==> src/rtl/object_engine_pkg.sv <==
// Shared constants, types and helpers for the object engine register map.
// The optional collision logic is selected with the OBJECT_ENGINE_COLLISION_EN macro.
package object_engine_pkg;

  localparam logic [1:0] OFF_GRAPHICS = 2'd0;
  localparam logic [1:0] OFF_POSX_LO  = 2'd1;
  localparam logic [1:0] OFF_CTRL     = 2'd2;
  localparam logic [1:0] OFF_MOTION   = 2'd3;

  localparam logic [5:0] ADDR_HMOVE     = 6'h20;
  localparam logic [5:0] ADDR_HMCLR     = 6'h21;
  localparam logic [5:0] ADDR_COLL_CLR  = 6'h22;
  localparam logic [5:0] ADDR_COLL_BASE = 6'h28;

  typedef enum logic [1:0] {
    WIDTH_1X = 2'd0,
    WIDTH_2X = 2'd1,
    WIDTH_4X = 2'd2,
    WIDTH_8X = 2'd3
  } width_e;

  typedef enum logic {
    SH_IDLE = 1'b0,
    SH_EMIT = 1'b1
  } shifter_state_e;

  // Pair-major packing: (0,1),(0,2)..(0,n-1),(1,2).. so (0,1) lands on bit 0.
  function automatic int pair_index(input int a, input int b, input int n);
    return (a * (2 * n - a - 1)) / 2 + (b - a - 1);
  endfunction

endpackage

==> src/rtl/object_shifter.sv <==
// One movable object: detects its strobe, walks the scaled 8-bit span and
// emits the selected graphics bit each pixel.
module object_shifter
  import object_engine_pkg::*;
#(
  parameter int POS_WIDTH = 10,
  parameter int H_MAX     = 858
) (
  input  logic                 raw_clk,
  input  logic                 reset,
  input  logic [POS_WIDTH-1:0] hpos,
  input  logic [POS_WIDTH-1:0] posx,
  input  logic                 enable,
  input  logic [7:0]           graphics,
  input  width_e               width,
  input  logic                 reflect,
  output logic                 pixel
);

  shifter_state_e state_q, state_n;
  logic [5:0]     cnt_q, cnt_n;
  logic [7:0]     gfx_q, gfx_n;
  width_e         width_q, width_n;
  logic           reflect_q, reflect_n;

  logic           strobe;
  logic [5:0]     span_last;
  logic [2:0]     bit_idx;
  logic [2:0]     bit_sel;

  assign strobe = enable && (hpos == posx) && (int'(posx) < H_MAX);

  always_comb begin
    span_last = 6'd7;
    bit_idx   = cnt_q[2:0];
    case (width_q)
      WIDTH_1X: begin span_last = 6'd7;  bit_idx = cnt_q[2:0]; end
      WIDTH_2X: begin span_last = 6'd15; bit_idx = cnt_q[3:1]; end
      WIDTH_4X: begin span_last = 6'd31; bit_idx = cnt_q[4:2]; end
      WIDTH_8X: begin span_last = 6'd63; bit_idx = cnt_q[5:3]; end
      default:  begin span_last = 6'd7;  bit_idx = cnt_q[2:0]; end
    endcase
  end

  always_ff @(posedge raw_clk or posedge reset) begin
    if (reset) begin
      state_q   <= SH_IDLE;
      cnt_q     <= '0;
      gfx_q     <= '0;
      width_q   <= WIDTH_1X;
      reflect_q <= 1'b0;
    end else begin
      state_q   <= state_n;
      cnt_q     <= cnt_n;
      gfx_q     <= gfx_n;
      width_q   <= width_n;
      reflect_q <= reflect_n;
    end
  end

  // A strobe always (re)starts the span and captures the look of the object.
  always_comb begin
    state_n   = state_q;
    cnt_n     = cnt_q;
    gfx_n     = gfx_q;
    width_n   = width_q;
    reflect_n = reflect_q;
    if (strobe) begin
      state_n   = SH_EMIT;
      cnt_n     = '0;
      gfx_n     = graphics;
      width_n   = width;
      reflect_n = reflect;
    end else if (state_q == SH_EMIT) begin
      if (cnt_q == span_last) begin
        state_n = SH_IDLE;
        cnt_n   = '0;
      end else begin
        cnt_n = cnt_q + 6'd1;
      end
    end
  end

  always_comb begin
    bit_sel = reflect_q ? bit_idx : (3'd7 - bit_idx);
    pixel   = 1'b0;
    if (state_q == SH_EMIT) begin
      pixel = gfx_q[bit_sel];
    end
  end

endmodule

==> src/rtl/object_engine.sv <==
// Object engine top: CPU register file, HMOVE position update, optional pairwise
// collision latches (OBJECT_ENGINE_COLLISION_EN) and one shifter per object.
module object_engine
  import object_engine_pkg::*;
#(
  parameter int NUM_OBJECTS = 5,
  parameter int POS_WIDTH   = 10,
  parameter int H_MAX       = 858
) (
  input  logic                   raw_clk,
  input  logic                   reset,
  input  logic                   write_enable,
  input  logic                   enable,
  input  logic [5:0]             address,
  input  logic [7:0]             data_in,
  output logic [7:0]             data_out,
  input  logic [POS_WIDTH-1:0]   hpos,
  input  logic                   line_start,
  output logic [NUM_OBJECTS-1:0] obj_value
);

  logic [7:0]           graphics_q [NUM_OBJECTS];
  logic [POS_WIDTH-1:0] posx_q     [NUM_OBJECTS];
  width_e               width_q    [NUM_OBJECTS];
  logic                 reflect_q  [NUM_OBJECTS];
  logic                 en_q       [NUM_OBJECTS];
  logic [3:0]           motion_q   [NUM_OBJECTS];

  logic                   hmove_armed;
  logic                   hmove_go;
  logic                   motion_clear;
  logic                   addr_is_obj;
  logic [2:0]             addr_obj;
  logic [1:0]             addr_off;
  logic [NUM_OBJECTS-1:0] obj_wr;
  logic [NUM_OBJECTS-1:0] posx_wr;
  logic [7:0]             rd_data;

  assign addr_obj     = address[4:2];
  assign addr_off     = address[1:0];
  assign addr_is_obj  = !address[5] && (int'(addr_obj) < NUM_OBJECTS);
  assign hmove_go     = line_start && hmove_armed;
  assign motion_clear = write_enable && (address == ADDR_HMCLR);

  function automatic logic [POS_WIDTH-1:0] wrap_add(input logic [POS_WIDTH-1:0] p,
                                                     input logic [3:0] m);
    int sum;
    sum = int'(p) + int'($signed(m));
    if (sum < 0) begin
      sum = sum + H_MAX;
    end else if (sum >= H_MAX) begin
      sum = sum - H_MAX;
    end
    return POS_WIDTH'(sum);
  endfunction

  always_comb begin
    obj_wr  = '0;
    posx_wr = '0;
    for (int i = 0; i < NUM_OBJECTS; i++) begin
      obj_wr[i]  = write_enable && addr_is_obj && (addr_obj == 3'(i));
      posx_wr[i] = obj_wr[i] && ((addr_off == OFF_POSX_LO) || (addr_off == OFF_CTRL));
    end
  end

  // An object whose position is being written this cycle skips the HMOVE step.
  always_ff @(posedge raw_clk or posedge reset) begin
    if (reset) begin
      hmove_armed <= 1'b0;
      for (int i = 0; i < NUM_OBJECTS; i++) begin
        graphics_q[i] <= '0;
        posx_q[i]     <= '0;
        width_q[i]    <= WIDTH_1X;
        reflect_q[i]  <= 1'b0;
        en_q[i]       <= 1'b0;
        motion_q[i]   <= '0;
      end
    end else begin
      if (hmove_go) begin
        hmove_armed <= 1'b0;
      end
      if (write_enable && (address == ADDR_HMOVE)) begin
        hmove_armed <= 1'b1;
      end
      for (int i = 0; i < NUM_OBJECTS; i++) begin
        if (hmove_go && !posx_wr[i]) begin
          posx_q[i] <= wrap_add(posx_q[i], motion_q[i]);
        end
        if (motion_clear) begin
          motion_q[i] <= '0;
        end
        if (obj_wr[i]) begin
          case (addr_off)
            OFF_GRAPHICS: graphics_q[i] <= data_in;
            OFF_POSX_LO:  posx_q[i][7:0] <= data_in;
            OFF_CTRL: begin
              width_q[i]                  <= width_e'(data_in[5:4]);
              reflect_q[i]                <= data_in[3];
              en_q[i]                     <= data_in[2];
              posx_q[i][POS_WIDTH-1:8]    <= data_in[POS_WIDTH-9:0];
            end
            OFF_MOTION:   motion_q[i] <= data_in[7:4];
            default: ;
          endcase
        end
      end
    end
  end

`ifdef OBJECT_ENGINE_COLLISION_EN
  localparam int NUM_PAIRS = NUM_OBJECTS * (NUM_OBJECTS - 1) / 2;

  logic [NUM_PAIRS-1:0] coll_q;
  logic [NUM_PAIRS-1:0] coll_hit;
  logic [31:0]          coll_padded;
  logic                 coll_clear;

  for (genvar ga = 0; ga < NUM_OBJECTS; ga++) begin : g_coll_a
    for (genvar gb = ga + 1; gb < NUM_OBJECTS; gb++) begin : g_coll_b
      assign coll_hit[pair_index(ga, gb, NUM_OBJECTS)] = obj_value[ga] & obj_value[gb];
    end
  end

  assign coll_clear  = write_enable && (address == ADDR_COLL_CLR);
  assign coll_padded = 32'(coll_q);

  // A hit in the clearing cycle still survives the clear.
  always_ff @(posedge raw_clk or posedge reset) begin
    if (reset) begin
      coll_q <= '0;
    end else if (coll_clear) begin
      coll_q <= coll_hit;
    end else begin
      coll_q <= coll_q | coll_hit;
    end
  end
`endif

  always_comb begin
    rd_data = 8'h00;
    if (addr_is_obj) begin
      for (int i = 0; i < NUM_OBJECTS; i++) begin
        if (addr_obj == 3'(i)) begin
          case (addr_off)
            OFF_GRAPHICS: rd_data = graphics_q[i];
            OFF_POSX_LO:  rd_data = posx_q[i][7:0];
            OFF_CTRL: begin
              rd_data = {2'b00, width_q[i], reflect_q[i], en_q[i], 2'b00};
              rd_data[POS_WIDTH-9:0] = posx_q[i][POS_WIDTH-1:8];
            end
            OFF_MOTION:   rd_data = {motion_q[i], 4'h0};
            default:      rd_data = 8'h00;
          endcase
        end
      end
    end
`ifdef OBJECT_ENGINE_COLLISION_EN
    if (address[5:2] == ADDR_COLL_BASE[5:2]) begin
      rd_data = coll_padded[address[1:0]*8 +: 8];
    end
`endif
  end

  always_ff @(posedge raw_clk or posedge reset) begin
    if (reset) begin
      data_out <= 8'h00;
    end else if (enable) begin
      data_out <= rd_data;
    end
  end

  for (genvar gi = 0; gi < NUM_OBJECTS; gi++) begin : g_obj
    object_shifter #(
      .POS_WIDTH (POS_WIDTH),
      .H_MAX     (H_MAX)
    ) u_shifter (
      .raw_clk  (raw_clk),
      .reset    (reset),
      .hpos     (hpos),
      .posx     (posx_q[gi]),
      .enable   (en_q[gi]),
      .graphics (graphics_q[gi]),
      .width    (width_q[gi]),
      .reflect  (reflect_q[gi]),
      .pixel    (obj_value[gi])
    );
  end

endmodule
==> config.mk <==
export PLATFORM = sky130hd
export DESIGN_NAME = object_engine
export DESIGN_NICKNAME = d
export VERILOG_FILES = /design/src/rtl/object_engine_pkg.sv /design/src/rtl/object_shifter.sv /design/src/rtl/object_engine.sv
export SDC_FILE = /design/constraint.sdc
export NUM_CORES = 1
export LEC_CHECK = 0
export CORE_MARGIN = 2
export CORE_UTILIZATION = 55
export DETAILED_ROUTE_END_ITERATION = 12
export PLACE_DENSITY = 0.72
export SYNTH_ARGS = -nofsm -noshare
export SYNTH_HDL_FRONTEND = slang
export SYNTH_HIERARCHICAL = 1
export SYNTH_SLANG_ARGS = --single-unit
==> constraint.sdc <==
create_clock -name raw_clk -period 5.45 [get_ports raw_clk]
set_clock_uncertainty 0.15 [all_clocks]
set_input_delay 0.8175 -clock raw_clk [delete_from_list [all_inputs] [get_ports raw_clk]]
set_output_delay 0.8175 -clock raw_clk [all_outputs]
set_load 0.02 [all_outputs]
Word-level counts from Yosys, hierarchy flattened. Cells that the tools add are included.

Equal/unequal tests: 34. Magnitude comparators: 21. Shifts and indexed selects: 0. Div/mod/pow operators: 0. Reduce and logical (&&, ||, !) cells: 60. Add/sub/neg operators: 25. Multipliers: 0. Bitwise logic cells: 0. Multiplexer cells: 118.

Operator list (number): two-way mux 10 bit (20); one-hot mux 8 bit (4 select lines) (5); one-hot mux 6 bit (4 select lines) (5); two-way mux 6 bit (15); two-way mux 8 bit (11); adder 11 x 4 -> 12 bit (5); greater-or-equal comparator 12 x 11 -> 1 bit (second input constant) (5); less-than comparator 12 x 1 -> 1 bit (second input constant) (5); two-way mux 4 bit (15); one-hot mux 3 bit (4 select lines) (5); adder 10 x 9 -> 10 bit (second input constant) (5); equality test 10 bit (5); less-than comparator 10 bit (second input constant) (5); subtractor 10 x 9 -> 10 bit (second input constant) (5); adder 6 x 1 -> 6 bit (second input constant) (5); equality test 6 bit (5); logical AND 1 bit (30); two-way mux 1 bit (27); equality test 2 bit (second input constant) (12); less-than comparator 3 x 4 -> 1 bit (second input constant) (5); AND reduction 2 bit (10); binary-select mux 1 bit (select 3 bit) (5); two-way mux 3 bit (5); subtractor 3 bit (first input constant) (5); other kinds (12) (38).

ROM bits: 0. Latch bits: 0. RAM bits: 0. Memories: 0. Logic and storage cells: 315. Bits of input ports: 29. Output and inout bits: 13. Bits in registers: 229.

Logic depth before layout (Yosys ltp).
Word-level depth: 10. Depth in mapped cells: 14. Depth with buffers taken out: 13.

Cells and area by module. Netlist, hierarchy kept.

Modules (own cells, without submodules): object_engine (cells an instance 1341, area each 11392.2 um^2, instances 1, sequential area each 3478.3 um^2); object_shifter at g_obj[1].u_shifter ... (cells an instance 151, area each 1405.1 um^2, instances 4, sequential area each 450.4 um^2); object_shifter at g_obj[0].u_shifter (cells an instance 149, area each 1393.8 um^2, instances 1, sequential area each 450.4 um^2).

Worst setup path after synthesis. No wires, ideal clock.

Path kind: register to register. Start: register posx_q[20] (netlist bit). End: register posx_q[25] (netlist bit). Data arrival time: 3.219 ns. Stages on the path, launching flop included: 15. Buffers on the path: 1. Setup time: 0.065 ns. Setup slack: 2.016 ns. Clock period less this slack: 3.434 ns. Required time: 5.235 ns. Path through: dfrtp_1 > ha_1 > inv_1 > fa_1 > nand2b_1 > a21oi_2 > xor2_1 > a41o_1 > a21oi_2 > or3_4 > and2_4 > buf_6 > or3_1 > a31oi_1 > mux2_2.

Cells in the longest elaborated chain, start to end: 7. Elaborated cells on any way between the ends: 10. Classes of those cells: 3 x add/sub; 2 x order compare; 5 x mux.

Ends and longest elaborated chain: start: declaration (line object_engine.sv:23) `logic [POS_WIDTH-1:0] posx_q [NUM_OBJECTS];`; start signal: indexed assignment (line object_engine.sv:87) `posx_q[i] <= wrap_add(posx_q[i], motion_q[i]);`; start signal: indexed assignment (line object_engine.sv:95) `OFF_POSX_LO: posx_q[i][7:0] <= data_in;`; start signal: indexed assignment (line object_engine.sv:100) `posx_q[i][POS_WIDTH-1:8] <= data_in[POS_WIDTH-9:0];`; adder 11 x 4 -> 12 bit * (line object_engine.sv:48) `sum = int'(p) + int'($signed(m));`; subtractor 10 x 9 -> 10 bit / greater-or-equal comparator 12 x 11 -> 1 bit (equally long branches) (line object_engine.sv:52, object_engine.sv:51); two-way mux 10 bit (line object_engine.sv:51) `end else if (sum >= H_MAX) begin`; two-way mux 10 bit * (line object_engine.sv:49) `if (sum < 0) begin`; two-way mux 10 bit * (line object_engine.sv:86) `if (hmove_go && !posx_wr[i]) begin`; two-way mux 8 bit (line object_engine.sv:93) `case (addr_off)`; two-way mux 10 bit * (line object_engine.sv:92) `if (obj_wr[i]) begin`.

Every way passes the cells marked *; elsewhere a longest branch is shown, timed or not. A chain may end at the register's enable or synchronous reset.

Worst setup path in the final report.
Start: register g_obj[1].u_shifter.width_q[1]. End: output obj_value[1].

Cells in the longest elaborated chain, start to end: 7. Elaborated cells on any way between the ends: 10. Classes of those cells: 1 x add/sub; 3 x eq/ne; 5 x mux; 1 x reduce/logical.

Ends and longest elaborated chain: start: declaration (line object_shifter.sv:23) `width_e width_q, width_n;`; start signal: assignment (line object_shifter.sv:56) `width_q <= width_n;`; equality test 2 bit (tied with other cells) (line object_shifter.sv:36) `case (width_q)`; one-hot mux 3 bit (4 select lines) * (line object_shifter.sv:36); subtractor 3 bit (line object_shifter.sv:85) `bit_sel = reflect_q ? bit_idx : (3'd7 - bit_idx);`; two-way mux 3 bit * (line object_shifter.sv:85); binary-select mux 1 bit (select 3 bit) * (line object_shifter.sv:88) `pixel = gfx_q[bit_sel];`; two-way mux 1 bit (implied by the code) * (line object_shifter.sv:88); two-way mux 1 bit * (line object_shifter.sv:87) `if (state_q == SH_EMIT) begin`; end: declaration (line object_engine.sv:19) `output logic [NUM_OBJECTS-1:0] obj_value`.

Every way passes the cells marked *; elsewhere a longest branch is shown, timed or not. The select of a mux whose other input is x is not followed.

==> metrics.md <==
| Metric | Value |
|---|---|
| Clk pin slew, worst setup/hold paths | 0.06 ns |
| TritonCTS clock tree | yes |
| Post-synthesis cell area | 18,410 um^2 |
| Utilization of the core after routing | 60.35% |
| Core region area | 32,780 um^2 |
| Buffers added on ports | 41 |
| Number of flops mapped to enable cells by yosys | 0 |
| RSZ-0062 raised after global routing | no |
| Hold buffer count at CTS | 0 |
| Row count | 66 |
| Inserted Clock Buffers | 26 |
| Leakage dissipation | 8.362 nW |
| Global router's overall resource usage | 29.14% |
| Via total after detailed routing | 16,404 |
| Most common cell after layout, fill and taps aside | sky130_fd_sc_hd__dfrtp_1 |
| Place WS | 1.431 ns |
| Kind of end point of the critical path | output pin |
| CTS Root Buffer Type | sky130_fd_sc_hd__clkbuf_16 |
| Clock Sinks | 229 |
| ANT cells | 0 |
| Gate Count Post-Synth | 2,094 |
| CP max FO | 11 |
| Horizontal die dimension | 186.9 um |
| I/O pins | 42 |
| Final Non-Filler Cells | 2,514 |
| Global-route congestion overflow total | 0 |
| Highest ir drop seen on vdd | 0.0002799 V |
| Fin crit period | 4.436 ns |
| Vias in the first global route | 15,499 |
| Post-detailed-placement half-perimeter wirelength | 36,790 um |
| Worst setup path class | register to output pin |
| Final Max Tran Viols | 0 |
| Tightest slew margin relative to the limit | 6.745% |
| Min setup slack post-route | 1.014 ns |
| Final setup fails | 0 |
| Antenna Nets Post-Route | 0 |
| Maximum count of clock buffers along a single path | 3 |
| Startpoint types | register |
| Synth Flop Type | sky130_fd_sc_hd__dfrtp_1 |
| Syn. warnings | 6 |
| Syn nets | 2,208 |
| Worst-Margin Slew | 1.399 ns |
| Die Y | 186.9 um |
| Critical path required time | 4.48 ns |
| Fraction of the cycle the final worst path needs | 81.39% |
| Share of cells above drive strength 1 | 10.62% |
| Detail-routed via count per cell | 6.525 |
| DR WL/cell | 20.49 um |
| Per-instance average area after synthesis | 8.790 um^2 |
| Global-route wire length before repair | 83,800 um |
| Most frequent cells in the layout | sky130_fd_sc_hd__dfrtp_1, sky130_fd_sc_hd__nand2_1, sky130_fd_sc_hd__nor2_1 |
| Pin count of the biggest net entering global routing | 113 |
| Synth-to-Final Area Change | 7.498% |
| F_max | 0.2255 GHz |
| Number of gates given a new drive strength after cts | 0 |
| Total wire length after detailed routing | 51,520 um |
| Final weighted congestion in routability-driven placement | 0.9461 |
| Number of synthesized register bits | 229 |
| Number of unique standard cell types used by synthesis | 90 |
| Kind of path behind the tightest hold check | register to register |
| Placed Cells | 2,467 |
| Number of hold violations in the final report | 0 |
| Worst Hold Margin | 0.3671 ns |
| Proportion of synthesized flip-flops having asynchronous set or reset | 100.0% |
| Detailed router's first-iteration violation count | 1,603 |
| Count of maximum capacitance violations | 0 |
| Setup total negative slack | 0 ns |
| Power per Cell Area | 390.8 nW/um^2 |
| Share of synthesized area occupied by flip-flops and latches | 31.13% |
| Number of buffers inserted by post-CTS setup repair | 0 |
| Initial Util | 56.14% |
| Number of antenna violations at the first check in global routing | 2 |
| # nets final | 2,167 |
| CTS H-tree lvls | 1 |
| Data arrival time at the worst-slack endpoint | 3.47 ns |
| Outcome | complete, no violations |
| Worst skew pair latency | 0.54 ns |
| Floorplan die area | 34,940 um^2 |
| Length of the first detailed-routing pass in iterations | 6 |
| Count of unresolved DRC violations after routing | 0 |
layer usage:
| layer | vias up | track usage (%) | wire, um |
|---|---|---|---|
| li1 | 7634 | - | - |
| met1 | 7987 | 41.42 | 22630 |
| met2 | 655 | 45.74 | 23190 |
| met3 | 124 | 4.615 | 4130 |
| met4 | 4 | 9.005 | 1536 |
| met5 | - | 0 | 31 |
cells by family (layout without fill, tap and decap cells):
logic type                 after synthesis  count (layout)  synth area share (%)
AOI/OAI and AO/OA                      591             591                 22.07
buffers and inverters                  192             170                 4.507
and+or+nand+nor                        671             671                 17.54
DFF                                    229             229                 31.13
adders and majority gates               85              85                 5.982
muxes                                  176             176                 11.39
xor gates and xnor gates               150             150                 7.382
stage by stage:
stage          area [um^2]  power, mW
3_3_place_gp         18870      5.730
5_1_grt              19790      8.262
2_1_floorplan        18410      4.988
6_report             19790      7.733
3_5_place_dp         18870      5.818
4_1_cts              19790      7.687
final cells by class:
class | instances | area (um^2)
fillers | 2858 | 13000
repair buffers | 43 | 425.4
multi-input cells | 1673 | 11850
clock buffers | 36 | 769.5
flip-flops and latches | 229 | 5731
well taps | 442 | 553.0
inverters | 80 | 305.3
clock inverters | 11 | 151.4
power breakdown:
group	switching [mW]	internal (mW)	total [mW]
Combinational	2.04	1.43	3.48
Clock	0.725	1.13	1.86
Sequential	0.461	1.94	2.40
cells in the mapped netlist, types with 17 or more instances:
| library cell | n | area share [%] |
|---|---|---|
| sky130_fd_sc_hd__mux2_2 | 109 | 6.7 |
| sky130_fd_sc_hd__xor2_1 | 39 | 1.9 |
| sky130_fd_sc_hd__nand3_1 | 43 | 1.2 |
| sky130_fd_sc_hd__o21ai_0 | 108 | 2.9 |
| sky130_fd_sc_hd__a31oi_1 | 25 | 0.85 |
| sky130_fd_sc_hd__a22oi_1 | 47 | 1.9 |
| sky130_fd_sc_hd__inv_1 | 79 | 1.6 |
| sky130_fd_sc_hd__dfrtp_1 | 229 | 31 |
| sky130_fd_sc_hd__nor3_1 | 60 | 1.6 |
| sky130_fd_sc_hd__nor2_1 | 171 | 3.5 |
| sky130_fd_sc_hd__nand4_1 | 27 | 0.92 |
| sky130_fd_sc_hd__nor2b_1 | 22 | 0.75 |
| sky130_fd_sc_hd__o211ai_1 | 28 | 1.1 |
| sky130_fd_sc_hd__ha_1 | 80 | 5.4 |
| sky130_fd_sc_hd__xnor2_1 | 105 | 5.0 |
| sky130_fd_sc_hd__nand2_1 | 195 | 4.0 |
| sky130_fd_sc_hd__and3_1 | 34 | 1.2 |
| sky130_fd_sc_hd__a211oi_1 | 31 | 1.3 |
| sky130_fd_sc_hd__a21oi_1 | 120 | 3.3 |
| sky130_fd_sc_hd__a21boi_0 | 19 | 0.77 |
| sky130_fd_sc_hd__buf_2 | 27 | 0.73 |
| sky130_fd_sc_hd__mux2i_1 | 47 | 2.6 |
| sky130_fd_sc_hd__a21o_1 | 17 | 0.69 |
| sky130_fd_sc_hd__a22o_1 | 22 | 1.0 |
| sky130_fd_sc_hd__clkbuf_1 | 62 | 1.3 |
| sky130_fd_sc_hd__and2_1 | 39 | 1.3 |
| sky130_fd_sc_hd__o22ai_1 | 40 | 1.4 |
critical path: stages (launching register included):
cell	delay, ns
sky130_fd_sc_hd__dfrtp_1	0.60
sky130_fd_sc_hd__mux2i_1	0.86
sky130_fd_sc_hd__mux2i_1	0.16
sky130_fd_sc_hd__a221oi_1	0.33
sky130_fd_sc_hd__a31oi_1	0.10
sky130_fd_sc_hd__o22ai_1	0.23
sky130_fd_sc_hd__clkdlybuf4s50_1	0.65
registers in the layout (all words and copies together), names as in the netlist:
signal / count
graphics_q: 40
g_obj.u_shifter/state_q: 5
g_obj.u_shifter/width_q: 10
posx_q: 50
data_out: 8
hmove_armed: 1
en_q: 5
reflect_q: 5
motion_q: 20
g_obj.u_shifter/cnt_q: 30
g_obj.u_shifter/gfx_q: 40
width_q: 10
g_obj.u_shifter/reflect_q: 5
path summary, 6_finish.rpt:
| kind | start | endpoint | depth (start not counted) | slack [ns] |
|---|---|---|---|---|
| max | g_obj[1].u_shifter/width_q[1] | obj_value[1] | 6 | 1.01 |
| max reg2reg | motion_q[15] | posx_q[34] | 11 | 1.42 |
| max in group asynchronous | reset | posx_q[28] | 3 | 3.11 |
| min | graphics_q[21] | graphics_q[21] | 2 | 0.37 |
| min in group asynchronous | reset | g_obj[1].u_shifter/gfx_q[4] | 2 | 0.92 |
| min reg2reg | graphics_q[21] | graphics_q[21] | 2 | 0.37 |
Power figures use the tool's default switching activity.
